### src/rtl/nexys_starship_damage_sched.sv
// Central shield damage scheduler: counts down the break interval, picks a
// working shield from an LFSR-seeded scan, issues a one-tick break command
// with a repair combo, and ramps difficulty as breaks accumulate.
module nexys_starship_damage_sched #(
  parameter int         N_SUB            = 4,
  parameter logic [7:0] INIT_INTERVAL    = 8'd40,
  parameter logic [7:0] MIN_INTERVAL     = 8'd8,
  parameter logic [7:0] STEP             = 8'd4,
  parameter logic [2:0] BREAKS_PER_LEVEL = 3'd4,
  parameter logic [2:0] MAX_LEVEL        = 3'd7,
  parameter logic [7:0] LFSR_SEED        = 8'hA5
) (
  input  logic       timer_clk,
  input  logic       Reset,
  input  logic       play_flag,
  input  logic       gameover_ctrl,
  input  logic [3:0] broken,
  output logic [3:0] break_req,
  output logic [3:0] break_combo,
  output logic [2:0] level,
  output logic [7:0] interval,
  output logic       all_broken
);

  typedef enum logic [1:0] {IDLE, COUNT, PICK, FIRE} state_t;

  state_t     state_q, state_d;
  logic [7:0] cnt_q, cnt_d;
  logic [2:0] brk_cnt_q, brk_cnt_d;
  logic [7:0] lfsr_q, lfsr_d;
  logic [2:0] level_q, level_d;
  logic [7:0] interval_q, interval_d;
  logic [3:0] break_req_q, break_req_d;
  logic [3:0] break_combo_q, break_combo_d;
  logic       all_broken_q, all_broken_d;

  logic [1:0] cand;
  logic [1:0] pick_idx;
  logic       found;
  logic [3:0] combo_raw;

  // Scan from the LFSR start candidate upward (mod 4); the lowest offset wins.
  always_comb begin
    cand     = lfsr_q[1:0];
    pick_idx = lfsr_q[1:0];
    found    = 1'b0;
    for (int k = N_SUB - 1; k >= 0; k--) begin
      cand = lfsr_q[1:0] + 2'(k);
      if (!broken[cand]) begin
        pick_idx = cand;
        found    = 1'b1;
      end
    end
  end

  assign combo_raw = lfsr_q[7:4];

  // Next-state and datapath updates; game-over overrides everything but the LFSR.
  always_comb begin
    state_d       = state_q;
    cnt_d         = cnt_q;
    brk_cnt_d     = brk_cnt_q;
    level_d       = level_q;
    interval_d    = interval_q;
    break_req_d   = 4'b0000;
    break_combo_d = break_combo_q;
    all_broken_d  = all_broken_q;
    lfsr_d        = {lfsr_q[6:0], lfsr_q[7] ^ lfsr_q[5] ^ lfsr_q[4] ^ lfsr_q[3]};

    case (state_q)
      IDLE: begin
        brk_cnt_d     = 3'd0;
        level_d       = 3'd0;
        interval_d    = INIT_INTERVAL;
        break_combo_d = 4'h0;
        all_broken_d  = 1'b0;
        if (play_flag) begin
          cnt_d   = INIT_INTERVAL;
          state_d = COUNT;
        end
      end
      COUNT: begin
        if (play_flag) begin
          if (cnt_q == 8'd0) state_d = PICK;
          else               cnt_d   = cnt_q - 8'd1;
        end
      end
      PICK: begin
        // Command and combo are registered on the way into FIRE so the shield
        // sees both together for the single FIRE tick.
        if (found) begin
          all_broken_d  = 1'b0;
          break_req_d   = 4'b0001 << pick_idx;
          break_combo_d = (combo_raw == 4'h0) ? 4'hF : combo_raw;
          state_d       = FIRE;
        end else begin
          all_broken_d = 1'b1;
        end
      end
      FIRE: begin
        // Difficulty freezes once the top level is reached, so the interval
        // settles at the level-7 value rather than creeping to the floor.
        if (brk_cnt_q == BREAKS_PER_LEVEL - 3'd1) begin
          brk_cnt_d = 3'd0;
          if (level_q != MAX_LEVEL) begin
            level_d = level_q + 3'd1;
            if ({1'b0, interval_q} >= ({1'b0, MIN_INTERVAL} + {1'b0, STEP}))
              interval_d = interval_q - STEP;
            else
              interval_d = MIN_INTERVAL;
          end
        end else begin
          brk_cnt_d = brk_cnt_q + 3'd1;
        end
        cnt_d   = interval_d;
        state_d = COUNT;
      end
      default: state_d = IDLE;
    endcase

    if (gameover_ctrl) begin
      state_d       = IDLE;
      cnt_d         = 8'd0;
      brk_cnt_d     = 3'd0;
      level_d       = 3'd0;
      interval_d    = INIT_INTERVAL;
      break_req_d   = 4'b0000;
      break_combo_d = 4'h0;
      all_broken_d  = 1'b0;
    end
  end

  // State and datapath registers with asynchronous reset.
  always_ff @(posedge timer_clk or posedge Reset) begin
    if (Reset) begin
      state_q       <= IDLE;
      cnt_q         <= 8'd0;
      brk_cnt_q     <= 3'd0;
      lfsr_q        <= LFSR_SEED;
      level_q       <= 3'd0;
      interval_q    <= INIT_INTERVAL;
      break_req_q   <= 4'b0000;
      break_combo_q <= 4'h0;
      all_broken_q  <= 1'b0;
    end else begin
      state_q       <= state_d;
      cnt_q         <= cnt_d;
      brk_cnt_q     <= brk_cnt_d;
      lfsr_q        <= lfsr_d;
      level_q       <= level_d;
      interval_q    <= interval_d;
      break_req_q   <= break_req_d;
      break_combo_q <= break_combo_d;
      all_broken_q  <= all_broken_d;
    end
  end

  assign break_req   = break_req_q;
  assign break_combo = break_combo_q;
  assign level       = level_q;
  assign interval    = interval_q;
  assign all_broken  = all_broken_q;

endmodule

### config.mk
export PLATFORM = sky130hd
export DESIGN_NAME = nexys_starship_damage_sched
export DESIGN_NICKNAME = d
export VERILOG_FILES = /design/src/rtl/nexys_starship_damage_sched.sv
export SDC_FILE = /design/constraint.sdc
export NUM_CORES = 1
export LEC_CHECK = 0
export ABC_AREA = 1
export BUFFER_PORTS_ARGS = -buffer_cell sky130_fd_sc_hd__buf_2
export CORE_MARGIN = 2
export CORE_UTILIZATION = 30
export CTS_CLUSTER_DIAMETER = 150
export DETAILED_ROUTE_END_ITERATION = 6
export MAX_ROUTING_LAYER = met4
export SETUP_SLACK_MARGIN = 0.02
export SLEW_MARGIN = 30
export SYNTH_ARGS = -nofsm -noshare
export SYNTH_HDL_FRONTEND = slang
export SYNTH_SLANG_ARGS = --single-unit
### constraint.sdc
create_clock -name timer_clk -period 4.6 [get_ports timer_clk]
set_clock_uncertainty 0.1 [all_clocks]
set_input_delay 0.46 -clock timer_clk [delete_from_list [all_inputs] [get_ports timer_clk]]
set_output_delay 0.46 -clock timer_clk [all_outputs]
set_load 0.01 [all_outputs]
==> impl_metrics.ini <==
[timing]
tightest_slew_ns = 0.588
fin_crit_ns = 2.10
finalHoldViolCount = 0
rsz0062_at_grt = false
setup_violations = 0
clock.fmax_mhz = 477
fin_crit_sh_pct = 45.6
timing.final.ws_setup_ns = 2.50
maxSlewViolCount = 0
relSlewSlack_pct = 60.7
fin_setup_tns_ns = 0

[placement]
place_hpwl_um = 3790
gp_congestion = 0.914
numPortBuffers = 27
place_ws_ns = 2.50

[final_layout]
drive_gt1_share_pct = 19.4
syn_to_final_growth_pct = 13.6
postLayoutCoreUtil_pct = 35.3
antenna_cells = 0
fin_nets = 359

[route]
vias = 2048
drc_errors = 0
first_pass_iters = 4
drtAntennaViolNets = 0
dr.first_iter.drc_count = 72
drt-total-wl_um = 4950
via_per_inst = 4.62
wl_per_cell_um = 11.2

[setup_path]
cp-startpoint = level[0]$_DFFE_PP0P_
timing.rr.start = level[0]$_DFFE_PP0P_
worstRegToRegCells = 7
cp_max_fo = 11
r2r_end = cnt_q[7]$_DFFE_PP0P_
path_class = register to register
start_kind = register
critPathCaptureType = register
worst_ep_required_time_ns = 4.73
ff2ff_setup_slack_ns = 2.50
arrival_ns = 2.23

[clocking]
cts_made_buffers = 5
tritoncts = done
ctsHoldBuffers = 0
htreeDepth = 2
clk_pin_slew_ns = 0.09
cts_root_buffer = clkbuf_8
ctsResizeCount = 0
tritoncts_num_sinks = 41
post_cts.repair.setup_buffers = 0
cts_buffer_depth = 2
clk_latency_ns = 0.30

[global_routing]
antenna_found_initial = 0
grt_pass1_wl_um = 8780
overflow = 0
grt_pass1_vias = 1981
track_usage_pct = 12.8
grt_max_degree = 42

[logic_synthesis]
synthDistinctLibCells = 33
synth_top_area_share_pct = 36.3
yosysSeqAreaShare_pct = 42.9
synth_area_leaders = dfrtp_1 36%, nand2_1 12%, dfstp_2 6.5%, inv_1 6.4%, nand3_1 6.0%
syn_avg_cell_area_sq_um = 7.80
yosys.area.top_type = dfrtp_1
synth_nets = 328
synth-seq-cells = 41
syn_inst = 309
synth.cell_area_sq_mm = 0.00241
ys_warn_count = 0

[flow_run]
cap_violations = 0

[power_and_ir_drop]
powerDensity_mw_per_mm2 = 412
ir_drop_v = 0.000160
report.power.total_mw = 1.13
leakagePower_nw = 1.42

[die]
die-area_sq_mm = 0.00877
start_util_pct = 31.0
pin_count = 28
die_h_um = 93.7
rows = 32
core_area_sq_mm = 0.00777
die_w_um = 93.7

[worst_hold_path]
worst_hold_path_type = primary input to async pin

[outcome]
status = finished clean
==> kinds of logic after synthesis <==
| logic type | after synthesis | synth area share [%] |
|---|---|---|
| fa+ha+maj | 11 | 5.71 |
| compound gates | 46 | 11.1 |
| simple gates | 160 | 30.8 |
| xor+xnor | 3 | 1.09 |
| flops | 41 | 42.9 |
| buf+inv | 48 | 8.51 |
==> metrics by stage <==
stage,hold slack [ns],cell area [sq um],std cells
final,0.181,2740,443
after global routing,0.239,2740,443
after CTS,0.199,2740,443
after detailed placement,0.273,2650,435
after global placement,0.264,2650,435
after floorplan,0.255,2410,309
==> metal layers <==
layer / track usage, % / part of all wire (%) / up-vias
met5: - / 0 / -
met1: 16.4 / 49 / 947
met4: 3.99 / 1.3 / 0
met3: 3.53 / 4.9 / 7
li1: - / - / 1057
met2: 20.0 / 45 / 37
==> synth_stat cells (all sizes together) <==
library cell / count
a21boi: 2
a21o: 1
a21oi: 9
a22o: 1
a22oi: 2
a31oi: 2
and2: 1
buf: 4
dfrtp: 35
dfstp: 6
ha: 11
inv: 44
nand2: 92
nand3: 31
nand4: 8
nor2: 28
o21a: 2
o21ai: 26
o22ai: 1
xnor2: 2
xor2: 1
==> cell type report <==
class	instances	area [sq um]
clock inverter	1	7.51
timing repair buffer	28	143
clock buffer	7	86.3
inverter	44	170
sequential	41	1030
tap	102	128
multi-input combinational	220	1170
fill	842	5030
==> where the power goes <==
part | switching, mW | internal (mW)
Clock | 0.125 | 0.122
Sequential | 0.0421 | 0.416
Combinational | 0.282 | 0.143
Total | 0.449 | 0.681
==> worst max path at each step <==
stage	to	slack, ns	depth (start not counted)
3_3_place_gp	cnt_q[3]$_DFFE_PP0P_	2.57	8
3_5_place_dp	cnt_q[7]$_DFFE_PP0P_	2.50	7
2_1_floorplan	cnt_q[3]$_DFFE_PP0P_	2.89	9
5_1_grt	interval[7]$_DFFE_PP0P_	2.35	8
6_report	cnt_q[7]$_DFFE_PP0P_	2.50	7
4_1_cts	cnt_q[7]$_DFFE_PP0P_	2.50	7
==> cell usage in the layout (no fill, tap or decap), types with 4 or more instances in the layout <==
master / synthesis / routed
ha_1: 11 / 11
nand2_2: 11 / 11
nand2_1: 78 / 78
dfstp_2: 6 / 6
o21ai_1: 4 / 4
nand3_1: 29 / 29
nor2_1: 27 / 27
buf_2: 1 / 27
clkbuf_8: 0 / 6
dfrtp_1: 35 / 35
nand4_1: 7 / 7
inv_1: 41 / 41
o21ai_0: 21 / 21
a21oi_1: 7 / 7
==> critical path: stages, from the launching register on <==
cell	delay (ns)
dfrtp_1	0.41
ha_1	0.21
ha_1	0.19
nor2_1	0.47
nand3_1	0.22
o21ai_0	0.19
nand3_1	0.10
a21oi_1	0.14
==> sequential cells by signal, indices dropped and copies added (netlist names) <==
signal       cells
all_broken       1
break_combo      4
break_req        4
brk_cnt_q        3
cnt_q            8
interval         8
level            3
lfsr_q           8
state_q          2
Power figures use the tool's default switching activity.
